$ cat config.mk
export PLATFORM = sky130hd
export DESIGN_NAME = array_serializer_flat
export DESIGN_NICKNAME = d
export VERILOG_FILES = /design/src/rtl/array_serializer_if.sv /design/src/rtl/array_serializer.sv /design/src/flat_wrapper.sv
export SDC_FILE = /design/constraint.sdc
export NUM_CORES = 1
export LEC_CHECK = 0
export CAP_MARGIN = 15
export CORE_MARGIN = 2
export CORE_UTILIZATION = 28
export DETAILED_ROUTE_END_ITERATION = 7
export DONT_BUFFER_PORTS = 1
export HOLD_SLACK_MARGIN = 0.05
export SLEW_MARGIN = 20
export SYNTH_ARGS = -nofsm -noshare
export SYNTH_HDL_FRONTEND = slang
export SYNTH_SLANG_ARGS = --single-unit
$ cat constraint.sdc
create_clock -name clk_i -period 14.6 [get_ports clk_i]
set_clock_uncertainty 0.15 [all_clocks]
set_input_delay 2.92 -clock clk_i [delete_from_list [all_inputs] [get_ports clk_i]]
set_output_delay 2.92 -clock clk_i [all_outputs]
set_load 0.05 [all_outputs]
$ cat src/rtl/array_serializer_if.sv
// Bundle between the upstream array stage, array_serializer and its downstream consumer.
// The slave modport is the serializer's view; master is the side that drives it.
interface array_serializer_if #(
    parameter int N  = 8,
    parameter int DW = 32
);
    localparam int IW = $clog2(N);

    logic          load_i;
    logic [DW-1:0] data_i [N];
    logic [N-1:0]  mask_i;
    logic          out_ready_i;
    logic          out_valid_o;
    logic [DW-1:0] out_data_o;
    logic [IW-1:0] out_idx_o;
    logic          out_last_o;
    logic          busy_o;
    logic          done_o;
    logic          load_drop_o;

    modport slave (
        input  load_i, data_i, mask_i, out_ready_i,
        output out_valid_o, out_data_o, out_idx_o, out_last_o, busy_o, done_o, load_drop_o
    );

    modport master (
        output load_i, data_i, mask_i, out_ready_i,
        input  out_valid_o, out_data_o, out_idx_o, out_last_o, busy_o, done_o, load_drop_o
    );
endinterface

$ cat src/rtl/array_serializer.sv
// Captures an N-entry array plus enable mask and streams the enabled entries
// as valid/ready beats in ascending index order.
//
// state  | meaning
// IDLE   | waiting for load_i; outputs quiet
// STREAM | presenting captured[idx]; advances on each handshake
// DONE   | one-cycle done_o pulse, then back to IDLE
module array_serializer #(
    parameter int N  = 8,
    parameter int DW = 32
) (
    input  logic               clk_i,
    input  logic               rst_ni,
    array_serializer_if.slave  bus
);
    localparam int IW = $clog2(N);

    typedef enum logic [1:0] {IDLE, STREAM, DONE} state_t;

    state_t        state_q;
    logic [DW-1:0] data_q [N];
    logic [N-1:0]  mask_q;
    logic [IW-1:0] idx_q;
    logic          out_valid_q;
    logic [DW-1:0] out_data_q;
    logic          out_last_q;
    logic          busy_q;
    logic          done_q;
    logic          load_drop_q;

    logic [IW-1:0] first_idx;
    logic          first_last;
    logic [IW-1:0] nxt_idx;
    logic          nxt_last;

    function automatic logic [N-1:0] above_of(input logic [IW-1:0] idx);
        above_of = '0;
        for (int k = 0; k < N; k++) begin
            if (k > int'(idx)) above_of[k] = 1'b1;
        end
    endfunction

    // Scans downward so the lowest set bit wins.
    function automatic logic [IW-1:0] lowest_set(input logic [N-1:0] m);
        lowest_set = '0;
        for (int k = N - 1; k >= 0; k--) begin
            if (m[k]) lowest_set = IW'(k);
        end
    endfunction

    always_comb begin
        first_idx  = lowest_set(bus.mask_i);
        first_last = (bus.mask_i & above_of(first_idx)) == '0;
        nxt_idx    = lowest_set(mask_q & above_of(idx_q));
        nxt_last   = (mask_q & above_of(nxt_idx)) == '0;
    end

    always_ff @(posedge clk_i) begin
        if (!rst_ni) begin
            state_q     <= IDLE;
            mask_q      <= '0;
            idx_q       <= '0;
            out_valid_q <= 1'b0;
            out_data_q  <= '0;
            out_last_q  <= 1'b0;
            busy_q      <= 1'b0;
            done_q      <= 1'b0;
            load_drop_q <= 1'b0;
        end else begin
            done_q      <= 1'b0;
            load_drop_q <= 1'b0;
            case (state_q)
                IDLE: begin
                    if (bus.load_i) begin
                        for (int k = 0; k < N; k++) data_q[k] <= bus.data_i[k];
                        mask_q <= bus.mask_i;
                        busy_q <= 1'b1;
                        if (bus.mask_i != '0) begin
                            // First beat is taken straight from the inputs to get one-cycle latency.
                            state_q     <= STREAM;
                            idx_q       <= first_idx;
                            out_valid_q <= 1'b1;
                            out_data_q  <= bus.data_i[first_idx];
                            out_last_q  <= first_last;
                        end else begin
                            state_q <= DONE;
                            done_q  <= 1'b1;
                        end
                    end
                end
                STREAM: begin
                    load_drop_q <= bus.load_i;
                    if (out_valid_q && bus.out_ready_i) begin
                        if (out_last_q) begin
                            state_q     <= DONE;
                            out_valid_q <= 1'b0;
                            out_data_q  <= '0;
                            out_last_q  <= 1'b0;
                            done_q      <= 1'b1;
                        end else begin
                            idx_q      <= nxt_idx;
                            out_data_q <= data_q[nxt_idx];
                            out_last_q <= nxt_last;
                        end
                    end
                end
                DONE: begin
                    load_drop_q <= bus.load_i;
                    state_q     <= IDLE;
                    busy_q      <= 1'b0;
                end
                default: begin
                    state_q <= IDLE;
                end
            endcase
        end
    end

    assign bus.out_valid_o = out_valid_q;
    assign bus.out_data_o  = out_data_q;
    assign bus.out_idx_o   = idx_q;
    assign bus.out_last_o  = out_last_q;
    assign bus.busy_o      = busy_q;
    assign bus.done_o      = done_q;
    assign bus.load_drop_o = load_drop_q;
endmodule

$ cat src/flat_wrapper.sv
// flat-port wrapper written by rule: the top's interface ports become plain ports
module array_serializer_flat 
#(
    parameter int N  = 8,
    parameter int DW = 32
)
  (clk_i, rst_ni, bus_load_i, bus_data_i, bus_mask_i, bus_out_ready_i, bus_out_valid_o, bus_out_data_o, bus_out_idx_o, bus_out_last_o, bus_busy_o, bus_done_o, bus_load_drop_o);
  array_serializer_if #(.N(N), .DW(DW)) bus_i ();
  input  logic clk_i;
  input  logic rst_ni;
  input wire logic [$bits(bus_i.load_i)-1:0] bus_load_i;
  input wire logic [$bits(bus_i.data_i)-1:0] bus_data_i;
  input wire logic [$bits(bus_i.mask_i)-1:0] bus_mask_i;
  input wire logic [$bits(bus_i.out_ready_i)-1:0] bus_out_ready_i;
  output wire logic [$bits(bus_i.out_valid_o)-1:0] bus_out_valid_o;
  output wire logic [$bits(bus_i.out_data_o)-1:0] bus_out_data_o;
  output wire logic [$bits(bus_i.out_idx_o)-1:0] bus_out_idx_o;
  output wire logic [$bits(bus_i.out_last_o)-1:0] bus_out_last_o;
  output wire logic [$bits(bus_i.busy_o)-1:0] bus_busy_o;
  output wire logic [$bits(bus_i.done_o)-1:0] bus_done_o;
  output wire logic [$bits(bus_i.load_drop_o)-1:0] bus_load_drop_o;
  assign bus_i.load_i = bus_load_i;
  assign bus_i.data_i = {>>{bus_data_i}};
  assign bus_i.mask_i = bus_mask_i;
  assign bus_i.out_ready_i = bus_out_ready_i;
  assign bus_out_valid_o = bus_i.out_valid_o;
  assign bus_out_data_o = bus_i.out_data_o;
  assign bus_out_idx_o = bus_i.out_idx_o;
  assign bus_out_last_o = bus_i.out_last_o;
  assign bus_busy_o = bus_i.busy_o;
  assign bus_done_o = bus_i.done_o;
  assign bus_load_drop_o = bus_i.load_drop_o;
  array_serializer #(.N(N), .DW(DW)) u_core (.clk_i(clk_i), .rst_ni(rst_ni), .bus(bus_i));
endmodule
==> results of run 1 <==
==> placed cells by master (no fill, tap or decap), types with 5 or more instances in the layout <==
master	n
o22ai_1	25
o21ai_0	48
o221ai_1	33
a22oi_1	24
mux2_2	43
nand2b_1	9
nand2_1	73
edfxtp_1	256
a21oi_1	104
clkbuf_1	7
nor3_1	27
buf_4	12
clkinv_2	5
a311o_1	24
clkbuf_16	39
a31oi_1	26
nor2_1	21
mux2_1	29
a221oi_1	32
mux2i_1	16
bufinv_16	5
clkinv_1	6
or3_1	48
inv_1	9
a211oi_1	82
nand3_1	5
and2_1	57
dfxtp_1	49
==> cell usage after synthesis, types with 16 or more instances <==
cell      instances
o21ai_0          48
nor3_1           27
mux2_1           29
o221ai_1         33
dfxtp_1          49
mux2_2           43
a31oi_1          26
o22ai_1          25
mux2i_1          16
nor2_1           24
edfxtp_1        256
a22oi_1          24
nand2_1          75
a311o_1          24
and2_1           58
a211oi_1         82
or3_1            49
buf_2            20
clkbuf_1         78
a221oi_1         32
a21oi_1         105
==> power by group through the flow <==
stage | Combinational (mW) | Sequential, mW | Clock (mW)
floorplan | 0.647 | 1.33 | 0
global placement | 0.885 | 1.33 | 0
detailed placement | 0.894 | 1.33 | 0
CTS | 0.897 | 1.32 | 0.979
global route | 0.982 | 1.33 | 1.01
finish | 0.903 | 1.32 | 0.966
==> worst max-delay path, stage by stage <==
cell and delay (ns):
nor2b_1 0.16, o311a_4 0.50, buf_16 0.27, o21ai_4 0.52
buf_4 0.48, mux2_2 0.39, o221ai_1 0.19, a21oi_1 0.11
==> layout make-up <==
type,count,area [sq um]
fill,5175,34700
sequential,305,8670
multi-input combinational,780,5430
clock buffer,49,1040
tap,680,851
clock inverter,19,223
timing repair buffer,14,138
inverter,10,37.5
antenna,2,5.00
==> flip-flops by register name, summed over array words and instances (netlist names) <==
register,count
u_core.bus.busy_o,1
u_core.bus.done_o,1
u_core.bus.load_drop_o,1
u_core.bus.out_data_o,32
u_core.bus.out_idx_o,3
u_core.bus.out_last_o,1
u_core.bus.out_valid_o,1
u_core.data_q,256
u_core.mask_q,7
u_core.state_q,2
==> final timing paths <==
kind / to / slack (ns) / from / depth (start not counted)
setup / recovery: u_core.bus.out_data_o[6] / 9.21 / bus_mask_i[7] / 8
setup reg to reg: u_core.bus.out_data_o[6] / 10.26 / u_core.bus.out_idx_o[1] / 8
hold / removal: u_core.mask_q[1] / 0.34 / u_core.mask_q[1] / 2
hold reg to reg: u_core.mask_q[1] / 0.34 / u_core.mask_q[1] / 2
==> kinds of logic (layout without fill, tap and decap cells) <==
| family | count (synthesis) | after routing |
|---|---|---|
| compound gates | 423 | 423 |
| fa+ha+maj | 4 | 4 |
| buf+inv | 110 | 92 |
| flops | 305 | 305 |
| mux | 88 | 88 |
| other cells | 0 | 2 |
| simple gates | 265 | 265 |
==> per-stage QoR <==
stage | hold slack [ns] | setup WS, ns | instance area (sq um) | utilization | power (mW)
after global routing | 0.374 | 9.15 | 16400 | 0.321 | 3.32
final | 0.339 | 9.21 | 16400 | 0.321 | 3.19
after detailed placement | 0.330 | 8.37 | 15100 | 0.295 | 2.23
after CTS | 0.338 | 8.97 | 16400 | 0.320 | 3.19
after floorplan | 0.312 | 3.83 | 14400 | - | 1.97
after global placement | 0.328 | 8.47 | 15100 | 0.295 | 2.21
==> per-layer routing <==
metal	vias up	track usage	wire length, um
li1	4684	-	-
met1	5327	0.213	19300
met2	548	0.306	24000
met3	127	0.0577	4740
met4	2	0.0726	1890
met5	-	0	13
==> results.json, run 1 <==
{
  "cts_resized": 0,
  "yosysTopAreaCellShare": 0.533,
  "synth_compound_area_frac": 0.202,
  "peakVddDrop_uv": 117,
  "fin_nets": 1419,
  "cts_tree": "built",
  "core-area_sq_um": 51100,
  "cts_buffer_depth": 3,
  "die_w_um": 231,
  "critPathArrivalTime_ns": 5.65,
  "viasPerCell": 5.75,
  "tightest_slew_ns": 1.11,
  "rows": 83,
  "final-setup-viol-count": 0,
  "synth-edff-count": 256,
  "seqPwrFrac": 0.413,
  "initial_utilization": 0.282,
  "synth_nets": 1466,
  "ys_ff_latch": 305,
  "finalWeightedCongestion": 0.848,
  "stdcell_count": 1859,
  "synthTopCellsByArea": "edfxtp_1, dfxtp_1, a211oi_1",
  "synth_xor_area_frac": 0,
  "rsz0062_at_grt": "false",
  "ctsHoldBuffers": 0,
  "timing.final.crit_share": 0.369,
  "synth-async-reset-ratio": 0,
  "dr_total_vias": 10700,
  "cp-start-kind": "input pin",
  "portBuffers": 0,
  "clk_latency_ns": 0.54,
  "dp_hpwl_um": 31700,
  "hold_path_class": "reg -> reg",
  "cts_buffers": 37,
  "synth.area.mux_share": 0.0673,
  "htree_levels": 2,
  "root_buffer": "clkbuf_16",
  "postRouteAntennaNets": 0,
  "grt_first_pass_wirelength_um": 71800,
  "synth.avg_cell_area_sq_um": 12.1,
  "finalSetupTns_ns": 0,
  "die_y_um": 231,
  "clk_pin_slew_ns": 0.06,
  "crit_required_ns": 14.86,
  "avgRoutedWirePerCell_um": 26.8,
  "p_int_mw": 2.02,
  "first_pass_iters": 6,
  "drive_gt1_frac": 0.115,
  "crit_type": "in -> reg",
  "clock.fmax_mhz": 186,
  "synthSimpleGateAreaFrac": 0.0958,
  "power.density_nw_per_um2": 194,
  "totalWireLength_um": 49900,
  "fin_crit_ns": 5.39,
  "grt_start_max_net_pins": 149,
  "power.leakage_nw": 5.05,
  "yosysTopAreaCell": "edfxtp_1",
  "clock-sinks": 305,
  "drt-initial-drc-count": 957,
  "dieArea_sq_um": 53400,
  "hold_violations": 0,
  "ys.flop_type": "edfxtp_1",
  "post_cts_buffers": 0,
  "end_kind": "register",
  "ys_types": 58,
  "grtUsageTotal": 0.181,
  "dp.cells": 1788,
  "synthCells": 1195,
  "grt_pass1_vias": 10900,
  "drcViolationCount": 0,
  "switching_share": 0.366,
  "maxCapViolations": 0,
  "antenna_found_initial": 3,
  "power.switching_mw": 1.17,
  "slew_violations": 0,
  "ys_seq_area_frac": 0.601,
  "synthAdderAreaFrac": 0.00329,
  "syn_area_sq_um": 14400,
  "ys_warn_count": 0,
  "slew_headroom": 0.257,
  "status": "completed",
  "clockPowerShare": 0.303,
  "syn_to_final_growth_pct": 13.6,
  "synth_top_family_by_area": "compound AO/OA/AOI/OAI gates",
  "cp_max_fo": 51,
  "overflow": 0,
  "p_comb_frac": 0.283,
  "num_io_pins": 308
}
Power figures use the tool's default switching activity.
==> inputs of run 2 (changes only) <==
Clock period 14.6 ns to 5.05 ns, I/O delays scaled along.
==> run 2 against run 1 <==
Effect of this change: worst hold slack improved by 0.021 ns; worst setup slack got worse by 7.9 ns; first-iteration DRC count rose by 6.4%; combinational power rose to 2.9 times the previous value; clock power rose to 2.7 times the previous value; die area did not move; sequential power rose to 2.9 times the previous value; count of clock-buffer cells in the layout rose by 2; critical path depth did not move; wire length rose by 2.7%; power rose to 2.8 times the previous value; register-to-register slack got worse by 9.0 ns; highest routed layer unchanged.
==> results.json, run 2 (same netlist as run 1, synthesis figures left out) <==
{
  "finalWeightedCongestion": 0.842,
  "rsz0062_at_grt": "false",
  "overflow": 0,
  "slew_violations": 0,
  "drt-initial-drc-count": 1018,
  "slew_headroom": 0.255,
  "post_cts_buffers": 0,
  "die_y_um": 231,
  "crit_required_ns": 5.32,
  "dieArea_sq_um": 53400,
  "critPathBufInv": 1,
  "root_buffer": "clkbuf_16",
  "placed_cell_area_sq_um": 15200,
  "dp_hpwl_um": 33200,
  "htree_levels": 2,
  "cts_resized": 0,
  "drive_gt1_frac": 0.117,
  "drcViolationCount": 0,
  "maxCapViolations": 0,
  "cts_tree": "built",
  "clk_latency_ns": 0.54,
  "tightest_slew_ns": 1.12,
  "status": "completed",
  "seq_area_sq_um": 8670,
  "clock-sinks": 305,
  "timing.final.crit_share": 0.746,
  "rows": 83,
  "portBuffers": 0,
  "dr_total_vias": 10700,
  "grtUsageTotal": 0.187,
  "hold_path_class": "reg -> reg",
  "avgRoutedWirePerCell_um": 27.5,
  "totalWireLength_um": 51300,
  "cp_max_fo": 69,
  "cts_buffer_depth": 3,
  "cp-start-kind": "register",
  "clk_pin_slew_ns": 0.06,
  "final_common_cell": "edfxtp_1",
  "die_w_um": 231,
  "cts_buffers": 36,
  "dp.cells": 1798,
  "viasPerCell": 5.71,
  "critical_path.cell_chain": "a21bo_2 -> a32oi_1 -> o32ai_4 -> buf_4 -> mux2i_1 -> o22ai_1 -> a221oi_1 -> a21oi_1",
  "largest_reg_flops": 256,
  "antenna_found_initial": 7,
  "crit_type": "reg -> reg",
  "critical_path.top_delay_family": "compound AO/OA/AOI/OAI gates",
  "power.leakage_nw": 5.03,
  "initial_utilization": 0.282,
  "peakVddDrop_uv": 370,
  "max_stage_delay_ns": 0.91,
  "multi_input_area_sq_um": 5420,
  "design_area_sq_um": 16300,
  "first_pass_iters": 5,
  "fin_crit_ns": 3.77,
  "clock.fmax_mhz": 265,
  "power.density_nw_per_um2": 555,
  "fin_util": 0.320,
  "grt_start_max_net_pins": 149,
  "fillers": 5118,
  "hold_ws_ns": 0.360,
  "top_register": "u_core.data_q",
  "syn_to_final_growth_pct": 13.2,
  "layout_common_cells": "edfxtp_1, a21oi_1, a211oi_1",
  "critPathArrivalTime_ns": 4.03,
  "grt_pass1_vias": 10900,
  "critical-path-slowest-cell": "dfxtp_1",
  "ctsHoldBuffers": 0,
  "fin_nets": 1427,
  "num_io_pins": 308,
  "core-area_sq_um": 51100,
  "stdcell_count": 1864,
  "grt_first_pass_wirelength_um": 73300,
  "final-setup-viol-count": 0,
  "postRouteAntennaNets": 0,
  "hold_violations": 0,
  "end_kind": "register"
}
## run 2: cell count changes in the layout (fill, tap and decap cells not counted), moves of 2 or more
cell       change
clkinv_1       -2
clkbuf_16      -2
buf_4          +9
clkbuf_1       +4
bufinv_16      -2
## run 2: layout make-up
type                    instances  share of cell area
flip-flops and latches        305               0.531
multi-input cells             780               0.332
clock buffers                  51              0.0617
well taps                     680              0.0521
repair buffers                 23              0.0121
clock inverters                13             0.00866
inverters                      10             0.00260
diodes                          2            0.000306
## run 2: per-stage QoR
stage	power (mW)	TNS (ns)	worst slack (ns)
global route	9.47	0	1.10
finish	9.07	0	1.28
CTS	9.12	0	1.34
global placement	6.45	0	1.33
floorplan	5.67	-154.49	-0.603
detailed placement	6.50	0	1.28
## run 2: per-layer routing
layer  part of all wire  global-route usage
met1               0.39               0.228
met4              0.037              0.0788
met2               0.47               0.302
met5             0.0011                   0
met3               0.10              0.0636
## run 2: path summary, 6_finish.rpt
| kind | to | startpoint | depth (start not counted) | slack (ns) |
|---|---|---|---|---|
| worst max-delay path | u_core.bus.out_data_o[10] | u_core.bus.out_idx_o[1] | 8 | 1.28 |
| worst min-delay path | u_core.state_q[0] | u_core.state_q[0] | 2 | 0.36 |
| worst max register to register | u_core.bus.out_data_o[10] | u_core.bus.out_idx_o[1] | 8 | 1.28 |
| worst min register to register | u_core.state_q[0] | u_core.state_q[0] | 2 | 0.36 |
## run 2: where the power goes
| part | internal [mW] | switching [mW] |
|---|---|---|
| sequential | 3.22 | 0.584 |
| clock | 1.54 | 1.06 |
| combinational | 0.930 | 1.73 |
| total | 5.70 | 3.37 |
## run 2: worst register-to-register path: cells and delay by family, from the launching register on
| kind | cells | cell delay, ns |
|---|---|---|
| mux | 1 | 0.40 |
| compound gates | 6 | 1.30 |
| buf+inv | 1 | 0.89 |
| flops | 1 | 0.91 |
